`src/rtl/mips_pkg.sv`:
```
`default_nettype none
// ============================================================================
//  Module      : mips_pkg
//  Description : Shared encodings for the multiply/divide unit: operation
//                codes, FSM states and small decode helpers.
//  Revision    : 1.0 - initial release
// ============================================================================
package mips_pkg;

  // Multiply/divide operation encodings
  localparam logic [1:0] MD_MULT  = 2'b00;
  localparam logic [1:0] MD_MULTU = 2'b01;
  localparam logic [1:0] MD_DIV   = 2'b10;
  localparam logic [1:0] MD_DIVU  = 2'b11;

  // Iteration FSM states
  typedef enum logic [1:0] {
    MD_IDLE = 2'd0,
    MD_RUN  = 2'd1,
    MD_FIX  = 2'd2
  } md_state_e;

  // Divide ops have the upper opcode bit set
  function automatic logic md_is_div(input logic [1:0] op);
    return op[1];
  endfunction

  // Signed ops have the lower opcode bit clear
  function automatic logic md_is_signed(input logic [1:0] op);
    return ~op[0];
  endfunction

endpackage
`default_nettype wire

```
`src/rtl/md_div_step.sv`:
```
`default_nettype none
// ============================================================================
//  Module      : md_div_step
//  Description : One combinational restoring-division step. Shifts the next
//                dividend bit into the partial remainder and subtracts the
//                divisor when it fits.
//  Revision    : 1.0 - initial release
// ============================================================================
module md_div_step #(
  parameter int WIDTH = 32
) (
  input  logic [WIDTH:0]   rem_in,
  input  logic [WIDTH-1:0] divisor,
  input  logic             dividend_bit,
  output logic [WIDTH:0]   rem_out,
  output logic             q_bit
);

  // One extra guard bit so the shifted remainder never wraps before compare
  logic [WIDTH+1:0] w_shifted;
  logic [WIDTH+1:0] w_divisor_ext;
  logic [WIDTH+1:0] w_diff;

  // Trial subtract and restore
  always_comb begin
    w_shifted     = {rem_in, dividend_bit};
    w_divisor_ext = {2'b00, divisor};
    w_diff        = w_shifted - w_divisor_ext;
    q_bit         = (w_shifted >= w_divisor_ext);
    rem_out       = q_bit ? w_diff[WIDTH:0] : w_shifted[WIDTH:0];
  end

endmodule
`default_nettype wire

```
`src/rtl/mul_div_unit.sv`:
```
`default_nettype none
// ============================================================================
//  Module      : mul_div_unit
//  Description : Iterative multiply/divide unit with architectural HI/LO
//                registers. One shift-add or restoring-subtract step per
//                cycle on operand magnitudes, then a single sign-fix cycle.
//  Revision    : 1.0 - initial release
// ============================================================================
module mul_div_unit
  import mips_pkg::*;
#(
  parameter int WIDTH = 32
) (
  input  logic             clock,
  input  logic             reset,
  input  logic             start,
  input  logic [1:0]       op,
  input  logic [WIDTH-1:0] rs_data,
  input  logic [WIDTH-1:0] rt_data,
  input  logic             sig_HiWrite,
  input  logic             sig_LoWrite,
  input  logic [WIDTH-1:0] wd,
  output logic             busy,
  output logic             done,
  output logic [WIDTH-1:0] hi,
  output logic [WIDTH-1:0] lo
);

  localparam int CW = $clog2(WIDTH) + 1;
  localparam logic [CW-1:0] LAST_ITER = CW'(WIDTH - 1);

  md_state_e r_state;
  md_state_e w_next_state;

  logic [CW-1:0]    r_count;
  logic             r_is_div;
  logic [WIDTH-1:0] r_opnd;      // multiplicand or divisor magnitude
  logic [WIDTH:0]   r_acc_hi;    // upper product half / partial remainder
  logic [WIDTH-1:0] r_acc_lo;    // multiplier shifting out / quotient shifting in
  logic [WIDTH-1:0] r_rs_raw;    // original dividend for the divide-by-zero result
  logic             r_neg_lo;    // negate product or quotient
  logic             r_neg_hi;    // negate remainder
  logic             r_div_zero;
  logic             r_busy;
  logic             r_done;
  logic [WIDTH-1:0] r_hi;
  logic [WIDTH-1:0] r_lo;

  logic             w_signed;
  logic             w_rs_neg;
  logic             w_rt_neg;
  logic [WIDTH-1:0] w_rs_mag;
  logic [WIDTH-1:0] w_rt_mag;
  logic [WIDTH:0]   w_mul_sum;
  logic [WIDTH:0]   w_rem_next;
  logic             w_q_bit;
  logic [2*WIDTH-1:0] w_prod;
  logic [2*WIDTH-1:0] w_prod_fix;
  logic [WIDTH-1:0] w_rem;
  logic [WIDTH-1:0] w_rem_fix;
  logic [WIDTH-1:0] w_quot_fix;

  md_div_step #(.WIDTH(WIDTH)) u_div_step (
    .rem_in       (r_acc_hi),
    .divisor      (r_opnd),
    .dividend_bit (r_acc_lo[WIDTH-1]),
    .rem_out      (w_rem_next),
    .q_bit        (w_q_bit)
  );

  // Operand magnitudes, multiply step sum and final sign correction
  always_comb begin
    w_signed   = md_is_signed(op);
    w_rs_neg   = w_signed & rs_data[WIDTH-1];
    w_rt_neg   = w_signed & rt_data[WIDTH-1];
    w_rs_mag   = w_rs_neg ? -rs_data : rs_data;
    w_rt_mag   = w_rt_neg ? -rt_data : rt_data;
    w_mul_sum  = {1'b0, r_acc_hi[WIDTH-1:0]} + (r_acc_lo[0] ? {1'b0, r_opnd} : '0);
    w_prod     = {r_acc_hi[WIDTH-1:0], r_acc_lo};
    w_prod_fix = r_neg_lo ? -w_prod : w_prod;
    w_rem      = r_acc_hi[WIDTH-1:0];
    w_rem_fix  = r_neg_hi ? -w_rem : w_rem;
    w_quot_fix = r_neg_lo ? -r_acc_lo : r_acc_lo;
  end

  // Next-state logic: IDLE -> RUN for WIDTH steps -> FIX -> IDLE
  always_comb begin
    w_next_state = r_state;
    case (r_state)
      MD_IDLE: if (start) w_next_state = MD_RUN;
      MD_RUN:  if (r_count == LAST_ITER) w_next_state = MD_FIX;
      MD_FIX:  w_next_state = MD_IDLE;
      default: w_next_state = MD_IDLE;
    endcase
  end

  // State register
  always_ff @(posedge clock) begin
    if (reset) r_state <= MD_IDLE;
    else       r_state <= w_next_state;
  end

  // Datapath, HI/LO and registered status outputs
  always_ff @(posedge clock) begin
    if (reset) begin
      r_count    <= '0;
      r_is_div   <= 1'b0;
      r_opnd     <= '0;
      r_acc_hi   <= '0;
      r_acc_lo   <= '0;
      r_rs_raw   <= '0;
      r_neg_lo   <= 1'b0;
      r_neg_hi   <= 1'b0;
      r_div_zero <= 1'b0;
      r_busy     <= 1'b0;
      r_done     <= 1'b0;
      r_hi       <= '0;
      r_lo       <= '0;
    end else begin
      r_done <= (r_state == MD_FIX);
      r_busy <= (w_next_state != MD_IDLE);
      case (r_state)
        MD_IDLE: begin
          if (start) begin
            // Launch takes priority over MTHI/MTLO in the same cycle
            r_is_div   <= md_is_div(op);
            r_opnd     <= md_is_div(op) ? w_rt_mag : w_rs_mag;
            r_acc_lo   <= md_is_div(op) ? w_rs_mag : w_rt_mag;
            r_acc_hi   <= '0;
            r_count    <= '0;
            r_neg_lo   <= w_rs_neg ^ w_rt_neg;
            r_neg_hi   <= w_rs_neg;
            r_div_zero <= (rt_data == '0);
            r_rs_raw   <= rs_data;
          end else begin
            if (sig_HiWrite) r_hi <= wd;
            if (sig_LoWrite) r_lo <= wd;
          end
        end
        MD_RUN: begin
          r_count <= r_count + CW'(1);
          if (r_is_div) begin
            r_acc_hi <= w_rem_next;
            r_acc_lo <= {r_acc_lo[WIDTH-2:0], w_q_bit};
          end else begin
            r_acc_hi <= {1'b0, w_mul_sum[WIDTH:1]};
            r_acc_lo <= {w_mul_sum[0], r_acc_lo[WIDTH-1:1]};
          end
        end
        MD_FIX: begin
          if (!r_is_div) begin
            {r_hi, r_lo} <= w_prod_fix;
          end else if (r_div_zero) begin
            r_hi <= r_rs_raw;
            r_lo <= '1;
          end else begin
            r_hi <= w_rem_fix;
            r_lo <= w_quot_fix;
          end
        end
        default: ;
      endcase
    end
  end

  assign busy = r_busy;
  assign done = r_done;
  assign hi   = r_hi;
  assign lo   = r_lo;

endmodule
`default_nettype wire

```
`config.mk`:
```
export PLATFORM = sky130hd
export DESIGN_NAME = mul_div_unit
export DESIGN_NICKNAME = d
export VERILOG_FILES = /design/src/rtl/mips_pkg.sv /design/src/rtl/md_div_step.sv /design/src/rtl/mul_div_unit.sv
export SDC_FILE = /design/constraint.sdc
export NUM_CORES = 1
export LEC_CHECK = 0
export CORE_MARGIN = 8
export CORE_UTILIZATION = 55
export DETAILED_ROUTE_END_ITERATION = 8
export GPL_TIMING_DRIVEN = 0
export PLACE_DENSITY = 0.77
export SLEW_MARGIN = 20
export SYNTH_ARGS = -nofsm -noshare
export SYNTH_HDL_FRONTEND = slang
export SYNTH_HIERARCHICAL = 1
export SYNTH_SLANG_ARGS = --single-unit
```
`constraint.sdc`:
```
create_clock -name clock -period 4.8 [get_ports clock]
set_clock_uncertainty 0.05 [all_clocks]
set_input_delay 1.44 -clock clock [delete_from_list [all_inputs] [get_ports clock]]
set_output_delay 1.44 -clock clock [all_outputs]
set_load 0.01 [all_outputs]
```
==> results of run 1 <==
[repair_timing]
item,CTS,global route
resized for setup,0,3
hold buffers,0,0
setup buffers,0,0
setup endpoints to repair,0,7
[state kept, by name, summed over array words and instances (netlist names), 2 cells and up]
signal and cells:
r_rs_raw 32, hi 32, r_acc_lo 32, r_state 2
r_count 6, r_acc_hi 33, lo 32, r_opnd 32
[logic make-up (layout without fill, tap and decap cells)]
| group | count (synthesis) | in the layout | synth area share [%] |
|---|---|---|---|
| mux | 45 | 45 | 2.70 |
| xor+xnor | 173 | 173 | 8.84 |
| fa+ha+maj | 71 | 71 | 5.27 |
| buf+inv | 261 | 472 | 5.95 |
| flops | 207 | 207 | 24.2 |
| compound gates | 785 | 785 | 30.3 |
| simple gates | 826 | 826 | 22.8 |
[final timing paths]
path                             from                        end  slack, ns
min reg2reg       lo[16]$_SDFFE_PP0P_        lo[16]$_SDFFE_PP0P_       0.40
min               lo[16]$_SDFFE_PP0P_        lo[16]$_SDFFE_PP0P_       0.40
max          r_acc_lo[0]$_SDFFE_PP0P_  r_acc_hi[28]$_SDFFE_PP0P_       0.33
max reg2reg  r_acc_lo[0]$_SDFFE_PP0P_  r_acc_hi[28]$_SDFFE_PP0P_       0.33
[where the power goes]
group | total (mW) | switching (mW) | internal (mW)
combinational | 1.52 | 0.964 | 0.556
clock | 2.04 | 0.813 | 1.23
sequential | 1.94 | 0.127 | 1.81
total | 5.51 | 1.90 | 3.60
[final cells by class]
cell class	count	area (um2)
fill	2757	10500
buffer	182	722
clock buffer	32	692
sequential	207	4140
tap	396	495
timing repair buffer	166	1660
inverter	79	297
clock inverter	13	173
multi-input combinational	1900	12000
[layer usage]
metal / vias up / wire [um] / GRT usage [%]
met4: 0 / 6270 / 26.4
li1: 9000 / - / -
met1: 9480 / 29800 / 52.7
met5: - / 0 / 0
met3: 355 / 10500 / 9.02
met2: 1599 / 32400 / 60.8
[tightest hold or removal path, stage by stage (launching register included)]
cell and delay, ns:
dfxtp_1 0.31, nand2_1 0.05, a21oi_1 0.05
[layout by cell type, fill, tap and decap left out, types with 36 or more instances in the layout]
cell type	instances
a21oi_1	277
ha_1	69
nand2_1	290
clkbuf_1	149
and2_1	41
o21ai_0	112
a211oi_1	38
o221ai_1	46
xor2_1	58
xnor2_1	115
o211ai_1	41
inv_1	76
nor2_1	219
nand3_1	36
nor3_1	54
clkdlybuf4s50_1	166
dfxtp_1	207
==> impl_results.md, run 1 <==
* Post-Syn Area at 17100 um2
* Synth Warn # at 6
* Tcrit/Tclk final at between 90% and 100%
* Worst-path clk slew at 0.06 ns
* Peak supply drop at 0.317 mV
* CP max-delay cell: clkbuf_1
* Crit path required time at 5.21 ns
* Synth unique cells at 98
* Design Power at 5.51 mW
* Final Hold Fails at 0
* Share of cells above drive strength 1 at 4.38%
* Sink Count at between 200 and 250
* Post-DR wirelength/cell at 26.5 um
* Actual slew at the worst max-slew pin at roughly 1.1 ns
* DP Area at around 19000 um2
* Leakage at 7.47 nW
* Area delta synth->final at 17.7%
* Vias in the first global route at 18888
* Crit-path cells: clkbuf_1 -> clkbuf_1 -> and2_1 -> ha_1 -> a21oi_1 -> nor2_1 -> o21ai_0 -> a2111oi_2 -> a21oi_1 -> o21ai_1 -> a21boi_0 -> o311ai_1
* Chip Width at 192 um
* Dpl cells at 2930
* Post-Route WL at 78900 um
* Initial Util at 55.9%
* Tmin final at 4.47 ns
* Post-synthesis sequential area ratio at 24.2%
* Crit path capture type: flip-flop
* Post-synth ARST share at 0%
* Vias at 20434
* Crit Path Class: flip-flop to flip-flop
* Pwr per Cell Area at 273 nW/um2
* RSZ-0062 raised after global routing: false
* Remaining DRCs at 0
* Relative slew slack at 28.8%
* Vias per cell at 6.87
* First-pass GRT wire length at 116000 um
* CP bufs+invs at 2
* Total CTS buffers at 25
* Max frequency at roughly 0.22 GHz
* PortBufs at 166
* Worst EP arrival at 4.87 ns
* Layout Cell Area excl Fill at 20200 um2
* Final core occ at between 60 and 70%
* Final non-filler cell total at 2975
* CP peak stage delay at 0.68 ns
* Top post-synthesis cells by count: 290 x nand2_1, 277 x a21oi_1, 219 x nor2_1
* Syn avg cell area at 7.23 um2
* CTS tree: done
* R2r worst-path depth at 12
* Worst hold stages at 2
* IO Pins at 169
* Clk root buf: clkbuf_16
* Setup-failing EPs final at 0
* Area of the die at 37100 um2
* Pin count of the biggest net entering global routing at 14
* WHS at 0.399 ns
* Initial DRC count at 3171
* Final ANT Viol Nets at 0
* Largest cells by area after synthesis: dfxtp_1 24%, a21oi_1 8.1%, nand2_1 6.4%
* Slack of the critical path at 0.334 ns
* Synth top area share at 24.2%
* Worst-skew pair later-pin latency at 0.55 ns
* Setup TNS Final at 0 ns
* 1st-pass router iterations at 6
* Worst Hold Class: flip-flop to flip-flop
* Synth area leader: dfxtp_1
* Diodes inserted at 0
* CTS Buffer Depth at 3
* Max_cap viols at 0
* Worst setup SP type: flip-flop
* Most used DFF post-synth: dfxtp_1
* Congestion Overflow GR at 0
* Crit-path leading delay family: compound AO/OA/AOI/OAI gates
* Post-synth EDFFs at 0
* Rows at between 60 and 70
* #FFs+latches synth at 207
* Post-place setup slack at -0.518 ns
* Antenna violations before repair at 1
* Hpwl dp at 62600 um
* Synthesized instance count at 2368
* Max Slew Vio Count at 0
* Status: complete, no violations
* Area of the core at 30700 um2
* GRT Overall Usage at 40.9%
* Crit-path max FO at 10
* Most frequent cell after synthesis: nand2_1
* Final Wtd Congestion at 1.07
* H-Tree Level Count at 1
* CP Depth at 12
* NumNets Final at 2735
* Die height at 192 um
* Syn_nets at around 2500
(Power assumes the default switching activity.)
==> run 2: changes to the inputs <==
==> constraint.sdc (replaced) <==
create_clock -name clock -period 4.45 [get_ports clock]
set_clock_uncertainty 0.05 [all_clocks]
set_input_delay 1.335 -clock clock [delete_from_list [all_inputs] [get_ports clock]]
set_output_delay 1.335 -clock clock [all_outputs]
set_load 0.01 [all_outputs]
==> impl_results.md, run 2 (synthesis results as in run 1) <==
* Largest register FFs at 33
* WHS at 0.401 ns
* Worst-path clk slew at 0.06 ns
* NumNets Final at 2734
* CP peak stage delay at 0.80 ns
* CP Depth at 11
* Initial DRC count at 3005
* Biggest register: r_acc_hi
* Vias in the first global route at 18890
* Worst-skew pair later-pin latency at ~0.55 ns
* Status: complete, no violations
* Clk root buf: clkbuf_16
* Tmin final at 4.25 ns
* Final Wtd Congestion at 1.07
* Setup TNS Final at 0 ns
* Antenna violations before repair at 1
* Pin count of the biggest net entering global routing at 14
* Share of cells above drive strength 1 at under 10%
* Final core occ at 65.8%
* Met1 GRT Util at 52.7%
* Max_cap viols at 0
* Global-route met3 utilization at under 10%
* Remaining DRCs at 0
* Worst EP arrival at 4.66 ns
* Worst setup SP type: flip-flop
* CTS tree: done
* Relative slew slack at 28.6%
* Post-DR wirelength/cell at between 20 and 30 um
* H-Tree Level Count at 1
* Area of the die at 37100 um2
* GRT busiest layer: met2
* CP max-delay cell: dfxtp_1
* First-pass GRT wire length at 116000 um
* RSZ-0062 raised after global routing: false
* Vias per cell at 6.89
* Most used cell, CP: a21oi_1
* Crit-path leading delay family: compound AO/OA/AOI/OAI gates
* Congestion Overflow GR at 0
* Max Slew Vio Count at 0
* Crit-path cells: clkbuf_1 -> and2_1 -> ha_1 -> a21oi_1 -> nor2_1 -> o21ai_0 -> a2111oi_2 -> a21oi_1 -> o21ai_1 -> a21boi_0 -> o311ai_1
* FF-to-FF setup slack at 0.20 ns
* Final Hold Fails at 0
* Vias at approximately 21000
* Setup-failing EPs final at 0
* Post-CTS Setup Inserts at 0
* PortBufs at 166
* Chip Width at 192 um
* Actual slew at the worst max-slew pin at 1.07 ns
* Peak supply drop at 0.340 mV
* Final ANT Viol Nets at 0
* Design Power at 5.94 mW
* Max frequency at ~0.24 GHz
* Worst hold stages at 2
* Area of the core at 30700 um2
* CTS Buffer Depth at 3
* GRT Overall Usage at 40.9%
* Area delta synth->final at 17.8%
* Hpwl dp at 62600 um
* Rows at between 60 and 70
* Worst Hold Class: flip-flop to flip-flop
* Crit Path Class: flip-flop to flip-flop
* Tcrit/Tclk final at between 90% and 100%
* Initial Util at 55.9%
* Crit path required time at ~4.9 ns
* FILL cells at 2753
* R2r worst-path depth at 11
* Pwr per Cell Area at roughly 290 nW/um2
* CP bufs+invs at 1
* Post-Route WL at slightly below 80000 um
* Die height at 192 um
* Met2 Use GR at 60.8%
* Crit-path max FO at 10
* IO Pins at 169
* Sink Count at 207
* 1st-pass router iterations at 6
* Leakage at ~7.5 nW
* Most frequent cells in the layout: 290 x nand2_1, 277 x a21oi_1, 219 x nor2_1
* Total CTS buffers at 25
* Crit path capture type: flip-flop
* Commonest non-fill, non-tap cell in the layout: nand2_1
==> run 2: changes by cell type in the layout (fill, tap and decap cells not counted) <==
cell	change
clkbuf_1	-1
nor4b_2	-1
nor4b_4	+1
diode_2	+1
==> run 2: through the flow <==
step                worst slack, ns  std cells  instance area, um2
finish                        0.195       2975               20200
global route                 0.0575       2974               20200
CTS                          0.0745       2975               20200
detailed placement           -0.763       2930               19300
global placement             -0.697       2930               19300
floorplan                     0.663       2368               17100
==> run 2: worst paths after layout <==
kind	from	to
worst min-delay path	lo[16]$_SDFFE_PP0P_	lo[16]$_SDFFE_PP0P_
worst min register to register	lo[16]$_SDFFE_PP0P_	lo[16]$_SDFFE_PP0P_
worst max register to register	r_acc_lo[0]$_SDFFE_PP0P_	r_acc_hi[28]$_SDFFE_PP0P_
worst max-delay path	r_acc_lo[0]$_SDFFE_PP0P_	r_acc_hi[28]$_SDFFE_PP0P_
==> run 2: worst min-delay path: cells and delay by family, from the launching register on <==
family	cells	cell delay, ns
AOI/OAI and AO/OA	1	0.05
DFF	1	0.31
and+or+nand+nor	1	0.05
==> run 2: power breakdown <==
part           internal (mW)  total, mW  leakage, nW  switching [mW]
sequential              1.96       2.10         1.69           0.142
clock                   1.33       2.20        0.433           0.874
combinational          0.600       1.64         5.35            1.04
==> run 2: final cells by class <==
| type | instances | area [um2] | share of cell area (%) |
|---|---|---|---|
| diodes | 1 | 2.50 | 0.0124 |
| plain buffers | 181 | 718 | 3.56 |
| clock buffers | 32 | 692 | 3.43 |
| clock inverters | 13 | 173 | 0.856 |
| inverters | 79 | 297 | 1.47 |
| multi-input cells | 1900 | 12000 | 59.4 |
| flip-flops and latches | 207 | 4140 | 20.5 |
| well taps | 396 | 495 | 2.46 |
| repair buffers | 166 | 1660 | 8.24 |
==> run 2: per-layer routing <==
metal  part of all wire (%)  up-vias
met2                     41     1636
met1                     38     9511
met3                     14      349
li1                       -     9006
met4                    7.8        0
met5                      0        -
==> run 2: what timing repair did <==
| item | CTS | global route |
|---|---|---|
| resized for setup | 2 | 2 |
| setup endpoints to repair | 8 | 4 |
| hold buffers | 0 | 0 |
